==> src/rtl/sdio_dat_txn.sv <==
`default_nettype none
// ============================================================================
//  Module   : sdio_dat_txn
//  Purpose  : Card-side SDIO read-data transmitter. Serialises a 32-bit word
//             stream into SD data blocks (start, payload, per-lane CRC16, end)
//             on 1, 4 or 8 lanes, with runtime length/count/stop control.
//  Revision : 1.0  initial release
// ============================================================================
module sdio_dat_txn #(
    parameter int NUMIO      = 8,
    parameter int LGBLK      = 9,
    parameter int GAP_CYCLES = 2
) (
    input  logic             sd_clk,
    input  logic             rst_n,
    input  logic             i_en,
    input  logic [1:0]       i_width,
    input  logic [LGBLK:0]   i_len,
    input  logic [15:0]      i_nblocks,
    input  logic             i_stop,
    input  logic             i_valid,
    output logic             o_ready,
    input  logic [31:0]      i_data,
    output logic [NUMIO-1:0] o_dat,
    output logic [NUMIO-1:0] o_dat_oe,
    output logic             o_busy,
    output logic             o_blk_done,
    output logic             o_done,
    output logic             o_underrun
);

    localparam int            CW         = LGBLK + 4;
    localparam logic [CW-1:0] c_gap_last = CW'(GAP_CYCLES - 1);
    localparam logic [CW-1:0] c_crc_last = CW'(15);

    typedef enum logic [2:0] {
        S_IDLE  = 3'd0,
        S_GAP   = 3'd1,
        S_START = 3'd2,
        S_DATA  = 3'd3,
        S_CRC   = 3'd4,
        S_END   = 3'd5
    } state_t;

    state_t                  r_state;
    state_t                  w_next;
    logic                    w_fin;
    logic                    r_en_d;
    logic [1:0]              r_wsel;        // 0: 1 lane, 1: 4 lanes, 2: 8 lanes
    logic [1:0]              w_wsel_req;
    logic [CW-1:0]           r_ndata_m1;
    logic [15:0]             r_nblocks;
    logic [15:0]             r_blk_cnt;
    logic [CW-1:0]           r_cnt;
    logic [31:0]             r_hold;
    logic                    r_hold_valid;
    logic [31:0]             r_shift;
    logic [NUMIO-1:0][15:0]  r_crc;
    logic [NUMIO-1:0][15:0]  w_crc_upd;
    logic                    r_stop_pend;
    logic                    r_underrun;
    logic                    r_blk_done;
    logic                    r_done;
    logic [NUMIO-1:0]        w_act;
    logic [7:0]              w_lane_bits;
    logic                    w_rise;
    logic                    w_last_data;
    logic                    w_word_end;
    logic                    w_more;
    logic                    w_accept;
    logic                    w_load;
    logic                    w_drive;

    assign w_rise      = i_en && !r_en_d;
    assign w_last_data = (r_cnt == r_ndata_m1);
    assign w_more      = (r_nblocks == 16'd0) ||
                         (({1'b0, r_blk_cnt} + 17'd1) < {1'b0, r_nblocks});
    assign o_busy      = (r_state != S_IDLE);
    assign o_ready     = (r_state != S_IDLE) && !r_hold_valid;
    assign w_accept    = i_valid && o_ready;
    // Shifter loads at START and at each word boundary except after the last word
    assign w_load      = i_en && ((r_state == S_START) ||
                         ((r_state == S_DATA) && w_word_end && !w_last_data));
    assign w_drive     = (r_state == S_START) || (r_state == S_DATA) ||
                         (r_state == S_CRC)   || (r_state == S_END);
    assign o_blk_done  = r_blk_done;
    assign o_done      = r_done;
    assign o_underrun  = r_underrun;

    // Requested width decode, clamped to the physical lane count
    always_comb begin
        w_wsel_req = (i_width == 2'd1) ? 2'd1 : (i_width == 2'd2) ? 2'd2 : 2'd0;
        if (w_wsel_req == 2'd2 && NUMIO < 8) w_wsel_req = (NUMIO >= 4) ? 2'd1 : 2'd0;
        if (w_wsel_req == 2'd1 && NUMIO < 4) w_wsel_req = 2'd0;
    end

    // Current lane bits from the top of the shifter and word-boundary detect
    always_comb begin
        w_lane_bits = 8'hFF;
        w_word_end  = 1'b0;
        case (r_wsel)
            2'd1: begin
                w_lane_bits = {4'hF, r_shift[31:28]};
                w_word_end  = (r_cnt[2:0] == 3'h7);
            end
            2'd2: begin
                w_lane_bits = r_shift[31:24];
                w_word_end  = (r_cnt[1:0] == 2'h3);
            end
            default: begin
                w_lane_bits = {7'h7F, r_shift[31]};
                w_word_end  = (r_cnt[4:0] == 5'h1F);
            end
        endcase
    end

    generate
        for (genvar gi = 0; gi < NUMIO; gi++) begin : g_lane
            assign w_act[gi]     = (gi == 0) || ((gi < 4) && (r_wsel != 2'd0)) || (r_wsel == 2'd2);
            assign w_crc_upd[gi] = {r_crc[gi][14:0], 1'b0} ^
                                   ({16{r_crc[gi][15] ^ w_lane_bits[gi]}} & 16'h1021);
            assign o_dat_oe[gi]  = w_act[gi] && w_drive;
            assign o_dat[gi]     = !(w_act[gi] && w_drive) ? 1'b1 :
                                   (r_state == S_DATA) ? w_lane_bits[gi] :
                                   (r_state == S_CRC)  ? r_crc[gi][15] :
                                   (r_state == S_END);
        end
    endgenerate

    // State register
    always_ff @(posedge sd_clk) begin
        if (!rst_n) r_state <= S_IDLE;
        else        r_state <= w_next;
    end

    // Next-state logic; an enable drop overrides every other transition
    always_comb begin
        w_next = r_state;
        w_fin  = 1'b0;
        case (r_state)
            S_IDLE:  if (w_rise) w_next = S_GAP;
            S_GAP: begin
                if (i_stop) begin
                    w_next = S_IDLE;
                    w_fin  = 1'b1;
                end else if (r_cnt == c_gap_last) begin
                    w_next = S_START;
                end
            end
            S_START: w_next = S_DATA;
            S_DATA:  if (w_last_data) w_next = S_CRC;
            S_CRC:   if (r_cnt == c_crc_last) w_next = S_END;
            S_END: begin
                if (w_more && !r_stop_pend && !i_stop) begin
                    w_next = S_GAP;
                end else begin
                    w_next = S_IDLE;
                    w_fin  = 1'b1;
                end
            end
            default: w_next = S_IDLE;
        endcase
        if (r_state != S_IDLE && !i_en) begin
            w_next = S_IDLE;
            w_fin  = 1'b0;
        end
    end

    // Datapath: session parameters, counters, hold/shifter, CRCs and status
    always_ff @(posedge sd_clk) begin
        if (!rst_n) begin
            r_en_d       <= 1'b0;
            r_wsel       <= 2'd0;
            r_ndata_m1   <= '0;
            r_nblocks    <= '0;
            r_blk_cnt    <= '0;
            r_cnt        <= '0;
            r_hold       <= '0;
            r_hold_valid <= 1'b0;
            r_shift      <= '0;
            r_crc        <= '0;
            r_stop_pend  <= 1'b0;
            r_underrun   <= 1'b0;
            r_blk_done   <= 1'b0;
            r_done       <= 1'b0;
        end else begin
            r_en_d     <= i_en;
            r_blk_done <= (r_state == S_END) && i_en;
            r_done     <= w_fin;
            r_cnt      <= (w_next != r_state) ? '0 : r_cnt + 1'b1;

            if (r_state == S_IDLE && w_rise) begin
                r_wsel     <= w_wsel_req;
                r_nblocks  <= i_nblocks;
                r_blk_cnt  <= '0;
                r_underrun <= 1'b0;
                case (w_wsel_req)
                    2'd1:    r_ndata_m1 <= CW'({i_len, 1'b0}) - 1'b1;
                    2'd2:    r_ndata_m1 <= CW'(i_len) - 1'b1;
                    default: r_ndata_m1 <= {i_len, 3'b000} - 1'b1;
                endcase
            end

            if (r_state == S_END) r_blk_cnt <= r_blk_cnt + 16'd1;

            if (w_next == S_IDLE)
                r_stop_pend <= 1'b0;
            else if (i_stop && w_drive)
                r_stop_pend <= 1'b1;

            // Hold register: bypassed when empty at a load, flushed on exit
            if (w_next == S_IDLE || w_load) begin
                r_hold_valid <= 1'b0;
            end else if (w_accept) begin
                r_hold       <= i_data;
                r_hold_valid <= 1'b1;
            end

            if (w_load) begin
                if (r_hold_valid) begin
                    r_shift <= r_hold;
                end else if (w_accept) begin
                    r_shift <= i_data;
                end else begin
                    r_shift    <= 32'h0;
                    r_underrun <= 1'b1;
                end
            end else if (r_state == S_DATA) begin
                case (r_wsel)
                    2'd1:    r_shift <= {r_shift[27:0], 4'h0};
                    2'd2:    r_shift <= {r_shift[23:0], 8'h0};
                    default: r_shift <= {r_shift[30:0], 1'b0};
                endcase
            end

            if (r_state == S_START) begin
                r_crc <= '0;
            end else if (r_state == S_DATA) begin
                for (int l = 0; l < NUMIO; l++)
                    if (w_act[l]) r_crc[l] <= w_crc_upd[l];
            end else if (r_state == S_CRC) begin
                for (int l = 0; l < NUMIO; l++)
                    r_crc[l] <= {r_crc[l][14:0], 1'b0};
            end
        end
    end

endmodule
`default_nettype wire
==> config.mk <==
export PLATFORM = sky130hd
export DESIGN_NAME = sdio_dat_txn
export DESIGN_NICKNAME = d
export VERILOG_FILES = /design/src/rtl/sdio_dat_txn.sv
export SDC_FILE = /design/constraint.sdc
export NUM_CORES = 1
export LEC_CHECK = 0
export CELL_PAD_IN_SITES_DETAIL_PLACEMENT = 0
export CELL_PAD_IN_SITES_GLOBAL_PLACEMENT = 2
export CORE_UTILIZATION = 35
export CTS_BUF_LIST = sky130_fd_sc_hd__clkbuf_16
export DETAILED_ROUTE_END_ITERATION = 8
export MAX_ROUTING_LAYER = met4
export PLACE_DENSITY_LB_ADDON = 0.1
export SLEW_MARGIN = 20
export SYNTH_ARGS = -nofsm -noshare
export SYNTH_HDL_FRONTEND = slang
export SYNTH_SLANG_ARGS = --single-unit
==> constraint.sdc <==
create_clock -name sd_clk -period 4.3 [get_ports sd_clk]
set_input_delay 0.43 -clock sd_clk [delete_from_list [all_inputs] [get_ports sd_clk]]
set_output_delay 0.43 -clock sd_clk [all_outputs]
set_load 0.02 [all_outputs]
==> results of run 1 <==
-- state kept, by name, indices dropped and copies added, names as in the netlist --
signal        count
r_hold_valid      1
r_crc           128
r_blk_cnt        16
r_cnt            13
o_blk_done        1
r_wsel            2
r_nblocks        16
r_hold           32
r_en_d            1
o_underrun        1
r_shift          32
r_state           3
r_ndata_m1       13
r_stop_pend       1
o_done            1
-- area by class of cell --
class                      count  area (µm²)
antenna                        2        5.00
inverter                      33         124
clock buffer                  31         776
fill                        3610       20200
multi-input combinational   1163        6660
tap                          455         569
timing repair buffer         112        1060
sequential                   261        5230
clock inverter                25         233
-- per-stage QoR --
stage	util (%)	cells	hold WS [ns]
after global placement	39.1	2024	0.438
final	42.0	2082	0.262
after global routing	42.0	2082	0.248
after detailed placement	39.1	2024	0.443
after CTS	42.0	2080	0.231
after floorplan	-	1586	0.432
-- power groups by stage --
stage	clock [W]	sequential [W]	combinational (W)
after global routing	0.00280	0.00266	0.00130
after detailed placement	0	0.00270	0.00118
final	0.00263	0.00265	0.00117
after CTS	0.00271	0.00265	0.00118
after global placement	0	0.00270	0.00117
after floorplan	0	0.00264	0.000854
-- worst paths after layout --
kind                      from  depth (start not counted)  slack, ns            end
setup / recovery  r_blk_cnt[0]                         14       0.43       r_cnt[0]
hold / removal           rst_n                          2       0.26  r_ndata_m1[2]
setup reg to reg  r_blk_cnt[0]                         14       0.43       r_cnt[0]
hold reg to reg       r_crc[9]                          2       0.45       r_crc[9]
-- kinds of logic (layout without fill, tap and decap cells) --
kind of cell	count (synthesis)	count (layout)
adder cells (fa/ha/maj)	27	27
XOR/XNOR	66	66
AO/OA/AOI/OAI	354	354
multiplexers	48	48
buffers and inverters	162	201
other	0	2
AND/OR/NAND/NOR	668	668
flip-flops	261	261
-- critical path, delay by kind of cell, from the launching register on --
family                     cells  cell delay [ns]
and+or+nand+nor                6             1.22
AOI/OAI and AO/OA              4             1.15
adders and majority gates      2             0.55
DFF                            1             0.40
muxes                          1             0.26
xor gates and xnor gates       1             0.23
-- per-layer routing --
layer | vias to the layer above | wire length (µm) | global-route usage (%)
li1 | 5550 | - | -
met1 | 5196 | 16300 | 25.5
met2 | 182 | 15600 | 29.9
met3 | 44 | 1220 | 2.88
met4 | 0 | 656 | 4.46
met5 | - | 0 | -
-- Yosys cell counts (4+ instances only) --
cell type	number	area share, %
o21ai_1	4	0.16
nand2_1	409	12
and2_1	8	0.40
o311a_1	24	1.9
buf_4	10	0.60
a22oi_1	4	0.24
nand4_1	9	0.45
dfxtp_1	261	42
a211oi_1	27	1.6
buf_6	5	0.45
o22ai_1	4	0.20
or3_1	5	0.25
and3_1	11	0.55
o211ai_1	4	0.24
mux2i_1	45	3.6
nor2_1	113	3.4
clkbuf_1	95	2.8
buf_1	8	0.24
inv_1	31	0.93
xnor2_1	50	3.5
buf_2	9	0.36
o221ai_1	8	0.56
nor3_1	45	1.8
nand3_1	32	1.3
nor4_1	13	0.65
a221oi_1	63	4.4
a21oi_1	180	7.2
xor2_1	16	1.1
o21ai_0	16	0.64
ha_1	27	2.7
-- cells in the final DEF (no fill, tap or decap), types with 4 or more instances in the layout --
cell type / n
nand2_1: 408
dfxtp_1: 261
a21oi_1: 179
nor2_1: 112
clkdlybuf4s50_1: 84
a221oi_1: 63
xnor2_1: 50
nor3_1: 45
mux2i_1: 45
inv_1: 33
nand3_1: 32
clkbuf_16: 31
a211oi_1: 27
ha_1: 27
buf_4: 26
o311a_1: 24
xor2_1: 16
o21ai_0: 16
nor4_1: 13
and3_1: 11
clkinv_2: 10
nand4_1: 9
and2_1: 8
o221ai_1: 8
or3_1: 5
a22oi_1: 4
o211ai_1: 4
clkinv_1: 4
bufinv_16: 4
==> key figures, run 1 <==
Layout
  – Ratio of cells with drive above 1 in the final layout: under 10%
  – Final nets: 1694
  – Area Growth Syn to Fin: 16.9%
  – Post-route cell area: 14700 µm²

STA
  – Final Hold Fails: 0
  – F_max: 0.258 GHz
  – Final TNS setup: 0 ns
  – Max Slew Vio Count: 0
  – RSZ-0062 raised after global routing: no
  – Final Critical Period: ~3.9 ns
  – Worst slew pin tran: 1.00 ns
  – Final Skew: 0.0172 ns
  – Final period utilization: between 90 and 100%
  – Rel. slew slack: between 30% and 40%
  – Worst Slack Setup Final: around 0.43 ns
  – Final setup viols: 0

GRT
  – Vias in the first global route: 10200
  – First-pass GRT wire length: 54800 µm
  – Initial antenna violation count: 3
  – Total GRT Usage: 19.0%
  – Total gr overflow: 0
  – Pin count of the biggest net entering global routing: 91

Power
  – PwrDens: 440 nW/µm²
  – Int Pwr: 0.00451 W
  – Leakage: 4.98 nW
  – Maximum vdd drop: 318 µV
  – Clk network pwr share: between 40% and 50%
  – Net Sw Power: 0.00193 W
  – Share of total power in sequential cells: 41.1%
  – Combinational share of power: 18.1%
  – Sw Ratio: 30.0%
  – Power, Total: 0.00644 W

Synthesis
  – Compound-Gate Fraction of Synth Area: 18.8%
  – Largest family of logic cells by synthesized area: simple AND/OR/NAND/NOR gates
  – Distinct cells, synth: 64
  – Post-synth EDFFs: 0
  – Yosys warning count: 0
  – Mux cell area share after synthesis: 3.86%
  – Synthesized Nets: 1678
  – Post-Synth Adder-Cell Area: 2.70%
  – Synth Instances: 1586
  – Synthesized area: roughly 13000 µm²
  – FFs w/ async S/R, synth: 0%
  – XOR/XNOR Fraction of Synth Area: 4.61%
  – Mean post-synth cell area: just under 8 µm²
  – Seq/Total Area, Yosys: 41.7%
  – #FFs+latches synth: 261
  – Post-synth top flop: dfxtp_1
  – Simple-gate share of the synthesized area: 22.7%

Floorplan
  – Placement Rows: 68
  – Die area: between 30000 and 40000 µm²
  – Chip width: 191 µm
  – Core area: 34900 µm²
  – Initial Util: 35.9%
  – Io pins: 86
  – Die height: 191 µm

Route
  – TritonRoute pass-1 iters: 5
  – First DRT Iteration DRCs: about 500
  – Via count: 11000
  – WL final: around 34000 µm
  – Routed wire per std cell: 16.2 µm
  – DR vias/cell: 5.27
  – Antenna Nets Post-Route: 0
  – DRC Markers: 0

Worst setup path
  – Critical Path AT: 4.36 ns
  – Critical Path Fanout Max: 13
  – CP Capture Type: register
  – CP Cell Sequence: ha_1 > nand3_2 > nor2_1 > and3_1 > nand3_1 > xnor2_1 > ha_1 > a21oi_1 > nor3_1 > nor4_1 > o41a_1 > o211ai_4 > a31oi_4 > mux2i_1
  – WS Path Type: register to register
  – CP peak stage delay: about 0.57 ns
  – Worst EP required: 4.79 ns
  – Slowest library cell on the worst path: a31oi_4
  – Most used cell, CP: ha_1
  – Setup crit start kind: register

Clock network
  – Clock latency on the worst-skew pair: 0.58 ns
  – Max clock buf depth: 3
  – Setup Buffers After CTS: 0
  – CTS tree: yes
  – Number of hold buffers added after CTS: 0
  – CTS clk-pin slew, worst paths: 0.06 ns
  – CTS Buf Count: 31
  – Clk sinks: roughly 260
  – H-tree depth: 1
  – CTS root buffer: clkbuf_16
  – Post-cts sizing count: 0

Placement
  – DP Wirelength: 22100 µm
  – Dpl ws: 0.429 ns
  – Placement Cell Area: 13600 µm²
  – I/O Buffers: 85
  – GPL Wtd Cong: 0.809

Hold path
  – Hold WC Path Type: input port to register

Status
  – Status: complete, no violations

Job
  – Number of max-cap violations: 0
Power figures use the tool's default switching activity.
==> inputs of run 2 (changes only) <==
==> constraint.sdc (replaced) <==
create_clock -name sd_clk -period 4.3 [get_ports sd_clk]
set_input_delay 0.43 -clock sd_clk [delete_from_list [all_inputs] [get_ports sd_clk]]
set_output_delay 0.43 -clock sd_clk [all_outputs]
set_load 0.1 [all_outputs]
==> run 2 against run 1 <==
  * Register-to-register slack improved by 0.04 ns
  * Highest routed layer unchanged
  * Wire length decreased by 1.3%
  * Final cell count unchanged
  * Critical endpoint is now r_hold[12]
  * Sequential share of layout area rose by 0.11 points
  * Largest power group unchanged
  * Sequential power about the same
  * Critical path type unchanged
  * Worst hold slack got worse by 0.0024 ns
==> key figures, run 2 (same netlist as run 1, synthesis figures left out) <==
Clock network
  – CTS clk-pin slew, worst paths: 0.06 ns (about the same)
  – CTS tree: yes
  – Clk sinks: 261 (unchanged)
  – H-tree depth: 1 (unchanged)
  – Number of hold buffers added after CTS: 0 (unchanged)
  – Setup Buffers After CTS: 0 (unchanged)
  – Max clock buf depth: 3 (unchanged)
  – Clock latency on the worst-skew pair: 0.58 ns (about the same)
  – CTS root buffer: clkbuf_16
  – CTS Buf Count: 31 (unchanged)
  – Post-cts sizing count: 0 (unchanged)

Route
  – TritonRoute pass-1 iters: 4 (-1)
  – DRC Markers: 0 (unchanged)
  – DR vias/cell: 5.27 (about the same)
  – Via count: 11000 (+0.073%)
  – First DRT Iteration DRCs: 537 (+10%)
  – WL final: 33300 µm (-1.3%)
  – Antenna Nets Post-Route: 0 (unchanged)
  – Routed wire per std cell: 16.0 µm (-1.3%)

Power
  – PwrDens: 441 nW/µm² (+0.32%)
  – Leakage: 5.01 nW (+0.73%)
  – Share of total power in sequential cells: 41.2% (about the same)
  – Net Sw Power: 0.00199 W (+3.3%)
  – Clk network pwr share: 39.3% (-1.5 points)
  – Maximum vdd drop: 299 µV (-6.1%)
  – Combinational share of power: 19.4% (+1.3 points)
  – Int Pwr: 0.00445 W (-1.4%)
  – Sw Ratio: 31.0% (+0.99 points)

STA
  – Final setup viols: 0 (unchanged)
  – Max Slew Vio Count: 0 (unchanged)
  – RSZ-0062 raised after global routing: no
  – Final Critical Period: 3.83 ns (-0.0382 ns)
  – Worst slew pin tran: 0.979 ns (-0.0207 ns)
  – Rel. slew slack: 34.5% (+1.6 points)
  – Final period utilization: 89.2% (-0.89 points)
  – F_max: 0.261 GHz (+1.0%)
  – Final Skew: 0.0137 ns (-0.00351 ns)
  – Final Hold Fails: 0 (unchanged)

GRT
  – Pin count of the biggest net entering global routing: 107 (+18%)
  – Total GRT Usage: 18.8% (-0.24 points)
  – Initial antenna violation count: 2 (-1)
  – Total gr overflow: 0 (unchanged)
  – First-pass GRT wire length: 54600 µm (-0.38%)
  – Vias in the first global route: 10300 (+0.73%)

Layout
  – Finished Layout Cells: 2082 (unchanged)
  – Number of flip-flops in the largest register: 128 (unchanged)
  – Area Growth Syn to Fin: 16.5%
  – Fill count: 3621 (+0.30%)
  – Ratio of cells with drive above 1 in the final layout: 7.08% (+0.62 points)
  – Most common cell after layout, fill and taps aside: nand2_1
  – Multi-input logic area: 6660 µm² (about the same)
  – Seq. cell area: 5230 µm² (unchanged)
  – Largest registers: r_crc: 128 flops, r_hold: 32 flops, r_shift: 32 flops
  – Commonest non-fill, non-tap cells in the layout: nand2_1, dfxtp_1, a21oi_1, nor2_1, clkdlybuf4s50_1
  – Post-route cell area: 14600 µm² (-0.32%)
  – Final nets: 1694 (unchanged)
  – Most flop-heavy register: r_crc

Worst setup path
  – R2r worst-path depth: 14 (unchanged)
  – Largest delay contributor family on the critical path: simple AND/OR/NAND/NOR gates
  – Critical Path AT: 4.34 ns (-0.02 ns)
  – CP peak stage delay: 0.51 ns (-0.06 ns)
  – Most used cell, CP: nand2_1
  – Worst R2R Setup Slack: 0.47 ns (+0.04 ns)
  – CP Cell Sequence: nand3_1 > nor3_1 > nand2_1 > nor2_1 > xor2_1 > ha_1 > a211oi_1 > nand2_1 > nor4_1 > o41a_1 > o211ai_4 > a31oi_4 > buf_12 > mux2i_1
  – WS Path Type: register to register
  – Critical Path Fanout Max: 32 (+19)
  – Slowest library cell on the worst path: nor3_1
  – Worst EP required: 4.80 ns (about the same)
  – CP Capture Type: register
  – Buf+Inv Stages, Crit Path: 1 (+1)
  – FF-to-FF End: r_hold[12]
  – FF-to-FF Start: r_blk_cnt[2]
  – Setup crit start kind: register

Floorplan
  – Chip width: 191 µm (unchanged)
  – Die height: 191 µm (unchanged)
  – Placement Rows: 68 (unchanged)
  – Core area: 34900 µm² (unchanged)
  – Initial Util: 35.9% (unchanged)
  – Die area: 36600 µm² (unchanged)
  – Io pins: 86 (unchanged)

Hold path
  – HP Start: rst_n
  – Hold path depth: 2 (unchanged)
  – Hold EP: r_ndata_m1[2]
  – Hold WC Path Type: input port to register

Placement
  – DP Wirelength: 22100 µm (about the same)
  – GPL Wtd Cong: 0.808 (-0.11%)
  – Placement Cell Area: 13600 µm² (-0.13%)
  – Placed Cells: 2024 (unchanged)
  – I/O Buffers: 85 (unchanged)

Status
  – Status: complete, no violations

Job
  – Number of max-cap violations: 0 (unchanged)
## run 2: cell types whose count changed in the layout (fill, tap and decap cells not counted), sizes merged
cell           delta
clkdlybuf4s50    -17
inv               +6
bufinv            -1
clkinv            -2
buf              +17
clkinvlp          -3
## run 2: layout make-up
cell class / instances / share of cell area (%)
Inverter: 33 / 0.848
Sequential cell: 261 / 35.8
Clock inverter: 25 / 1.38
Antenna cell: 2 / 0.0343
Timing Repair Buffer: 112 / 7.14
Tap cell: 455 / 3.90
Clock buffer: 31 / 5.31
Multi-Input combinational cell: 1163 / 45.6
## run 2: metal layers
metal	part of all wire, %	vias to the layer above	track usage, %
met5	0	-	-
met4	1.9	0	4.49
met3	4.2	49	3.03
met2	46	187	29.5
met1	48	5192	25.1
li1	-	5552	-
## run 2: worst max-delay path by stage
stage,endpoint,cells after the start,slack (ns),start
floorplan,o_dat[4],8,-0.03,r_wsel[0]
global route,r_hold[12],14,0.17,r_blk_cnt[2]
detailed placement,r_hold[27],14,0.49,r_blk_cnt[2]
finish,r_hold[12],14,0.47,r_blk_cnt[2]
CTS,r_hold[2],14,0.48,r_blk_cnt[2]
global placement,r_hold[3],14,0.60,r_blk_cnt[2]
## run 2: power by group through the flow
stage	clock network, W	registers, W	logic, W
CTS	0.00262	0.00265	0.00127
detailed placement	0	0.00271	0.00126
global route	0.00273	0.00267	0.00137
floorplan	0	0.00265	0.000945
global placement	0	0.00270	0.00126
finish	0.00253	0.00265	0.00125
## run 2: through the flow
| stage | TNS, ns | total power, W | setup slack [ns] | util, % | hold WS, ns |
|---|---|---|---|---|---|
| floorplan | -0.129 | 0.00359 | -0.0324 | - | 0.432 |
| global placement | 0 | 0.00396 | 0.596 | 39.0 | 0.438 |
| detailed placement | 0 | 0.00397 | 0.492 | 39.0 | 0.444 |
| CTS | 0 | 0.00655 | 0.480 | 41.8 | 0.225 |
| global route | 0 | 0.00677 | 0.170 | 41.9 | 0.237 |
| finish | 0 | 0.00644 | 0.466 | 41.9 | 0.259 |
==> inputs of run 3 (changes only) <==
==> constraint.sdc (replaced) <==
create_clock -name sd_clk -period 4.3 [get_ports sd_clk]
set_input_delay 1.29 -clock sd_clk [delete_from_list [all_inputs] [get_ports sd_clk]]
set_output_delay 1.29 -clock sd_clk [all_outputs]
set_load 0.1 [all_outputs]
==> run 3 against run 2 <==
  * Clock-buffer cell count unchanged
  * Largest power group unchanged
  * Wire length grew 0.65%
  * Register-to-register slack lost 0.03 ns
==> key figures, run 3 (same netlist as run 1, synthesis figures left out) <==
Status
  – Status: complete, no violations

Clock network
  – Clk sinks: 261 (unchanged)
  – Setup Buffers After CTS: 0 (unchanged)
  – H-tree depth: 1 (unchanged)
  – CTS root buffer: clkbuf_16
  – Post-cts sizing count: 0 (unchanged)
  – Max clock buf depth: 3 (unchanged)
  – Number of hold buffers added after CTS: 0 (unchanged)
  – CTS Buf Count: 31 (unchanged)
  – CTS clk-pin slew, worst paths: 0.06 ns (about the same)
  – CTS tree: yes
  – Clock latency on the worst-skew pair: 0.57 ns (about the same)

Power
  – Power, Total: 0.00637 W (-1.1%)
  – Leakage: 5.07 nW (+1.0%)
  – Int Pwr: 0.00438 W (-1.4%)
  – Clk network pwr share: 38.6% (-0.7 points)
  – Combinational share of power: 20.2% (+0.8 points)
  – Net Sw Power: 0.00199 W (-0.23%)
  – Maximum vdd drop: 338 µV (+13%)
  – Sw Ratio: 31.2% (+0.26 points)
  – Share of total power in sequential cells: 41.2% (about the same)
  – PwrDens: 432 nW/µm² (-2.0%)

STA
  – Max Slew Vio Count: 0 (unchanged)
  – Final Skew: 0.0119 ns (-0.00180 ns)
  – Final setup viols: 0 (unchanged)
  – Rel. slew slack: 31.1% (-3.4 points)
  – Worst slew pin tran: 1.03 ns (+0.0505 ns)
  – Final Hold Fails: 0 (unchanged)
  – F_max: 0.254 GHz (-2.8%)
  – Final TNS setup: 0 ns (unchanged)
  – Final period utilization: 91.7% (+2.5 points)
  – RSZ-0062 raised after global routing: no
  – Final Critical Period: 3.94 ns (+0.109 ns)
  – Hold WS: 0.445 ns (+0.185 ns)

Route
  – First DRT Iteration DRCs: 698 (+30%)
  – Via count: 10900 (-0.46%)
  – DR vias/cell: 5.24 (-0.61%)
  – TritonRoute pass-1 iters: 5 (+1)
  – DRC Markers: 0 (unchanged)
  – Routed wire per std cell: 16.1 µm (+0.50%)
  – Antenna Nets Post-Route: 0 (unchanged)
  – WL final: 33500 µm (+0.65%)

GRT
  – Vias in the first global route: 10600 (+3.0%)
  – Initial antenna violation count: 0 (-2)
  – Total GRT Usage: 19.1% (+0.34 points)
  – Total gr overflow: 0 (unchanged)
  – Pin count of the biggest net entering global routing: 77 (-28%)
  – First-pass GRT wire length: 55700 µm (+2.0%)

Placement
  – DP Wirelength: 21800 µm (-1.2%)
  – GPL Wtd Cong: 0.766 (-5.2%)
  – Placed Cells: 2027 (+0.15%)
  – I/O Buffers: 85 (unchanged)

Job
  – Number of max-cap violations: 0 (unchanged)

Floorplan
  – Die area: 36600 µm² (unchanged)
  – Io pins: 86 (unchanged)
  – Placement Rows: 68 (unchanged)
  – Die height: 191 µm (unchanged)
  – Initial Util: 35.9% (unchanged)
  – Core area: 34900 µm² (unchanged)
  – Chip width: 191 µm (unchanged)

Layout
  – Multi-input logic area: 6690 µm² (+0.41%)
  – Most flop-heavy register: r_crc
  – Largest registers: r_crc: 128 flops, r_hold: 32 flops, r_shift: 32 flops
  – Seq. cell area: 5230 µm² (unchanged)
  – Area Growth Syn to Fin: 17.6%
  – Ratio of cells with drive above 1 in the final layout: 7.61% (+0.54 points)
  – Number of flip-flops in the largest register: 128 (unchanged)
  – Finished Layout Cells: 2085 (+0.14%)
  – Fill count: 3616 (-0.14%)
  – Final nets: 1697 (+0.18%)
  – Commonest non-fill, non-tap cells in the layout: nand2_1, dfxtp_1, a21oi_1, nor2_1, clkdlybuf4s50_1
  – Most common cell after layout, fill and taps aside: nand2_1

Worst setup path
  – Critical Path Fanout Max: 30 (-6.3%)
  – Setup crit start kind: register
  – WS Path Type: register to output pin
  – Worst EP required: 3.01 ns (-1.79 ns)
  – Critical Path AT: 2.65 ns (-1.69 ns)
  – CP Capture Type: output pin

Hold path
  – Hold WC Path Type: register to register
## run 3: cell count changes in the layout (fill, tap and decap cells not counted), sizes merged
cell / delta
buf: +4
clkinv: +4
inv: -2
bufinv: -1
clkdlybuf4s50: -1
diode: -1
## run 3: area by class of cell
class / instances / area share, %
clock buffer: 31 / 5.26
clock inverter: 26 / 1.15
inverter: 33 / 0.840
timing repair buffer: 115 / 8.06
tap: 455 / 3.86
antenna: 1 / 0.0170
multi-input combinational: 1163 / 45.4
sequential: 261 / 35.4
## run 3: power by group through the flow
stage / sequential [W] / combinational (W) / clock, W
after floorplan: 0.00265 / 0.000949 / 0
after global placement: 0.00268 / 0.00130 / 0
after detailed placement: 0.00268 / 0.00130 / 0
after CTS: 0.00263 / 0.00130 / 0.00254
after global routing: 0.00264 / 0.00142 / 0.00264
final: 0.00263 / 0.00129 / 0.00246
## run 3: path summary, 6_finish.rpt
path           startpoint   endpoint  slack, ns  cells after the start
max             r_wsel[0]   o_dat[6]       0.36                      7
max reg2reg  r_blk_cnt[2]   r_cnt[7]       0.44                     13
min             r_crc[30]  r_crc[31]       0.44                      2
min reg2reg     r_crc[30]  r_crc[31]       0.44                      2
## run 3: routing by layer
layer | part of all wire [%] | up-vias | GRT usage, %
met5 | 0 | - | -
met4 | 1.8 | 0 | 4.30
met3 | 3.6 | 41 | 2.53
met2 | 45 | 176 | 29.5
met1 | 50 | 5157 | 26.4
li1 | - | 5555 | -
## run 3: worst max-delay path, cell delays in order (launching register included)
cell      delay (ns)
dfxtp_1         0.35
inv_1           0.07
ha_1            0.31
buf_4           0.35
nand2b_1        0.17
a21oi_1         0.42
o221ai_2        0.18
buf_12          0.22
## run 3: through the flow
step	cell area [µm²]	utilization [%]	worst slack (ns)
3_5_place_dp	13800	39.5	0.468
3_3_place_gp	13800	39.5	0.568
5_1_grt	14700	42.3	0.0810
2_1_floorplan	12600	-	0.151
4_1_cts	14700	42.2	0.315
6_report	14700	42.3	0.357
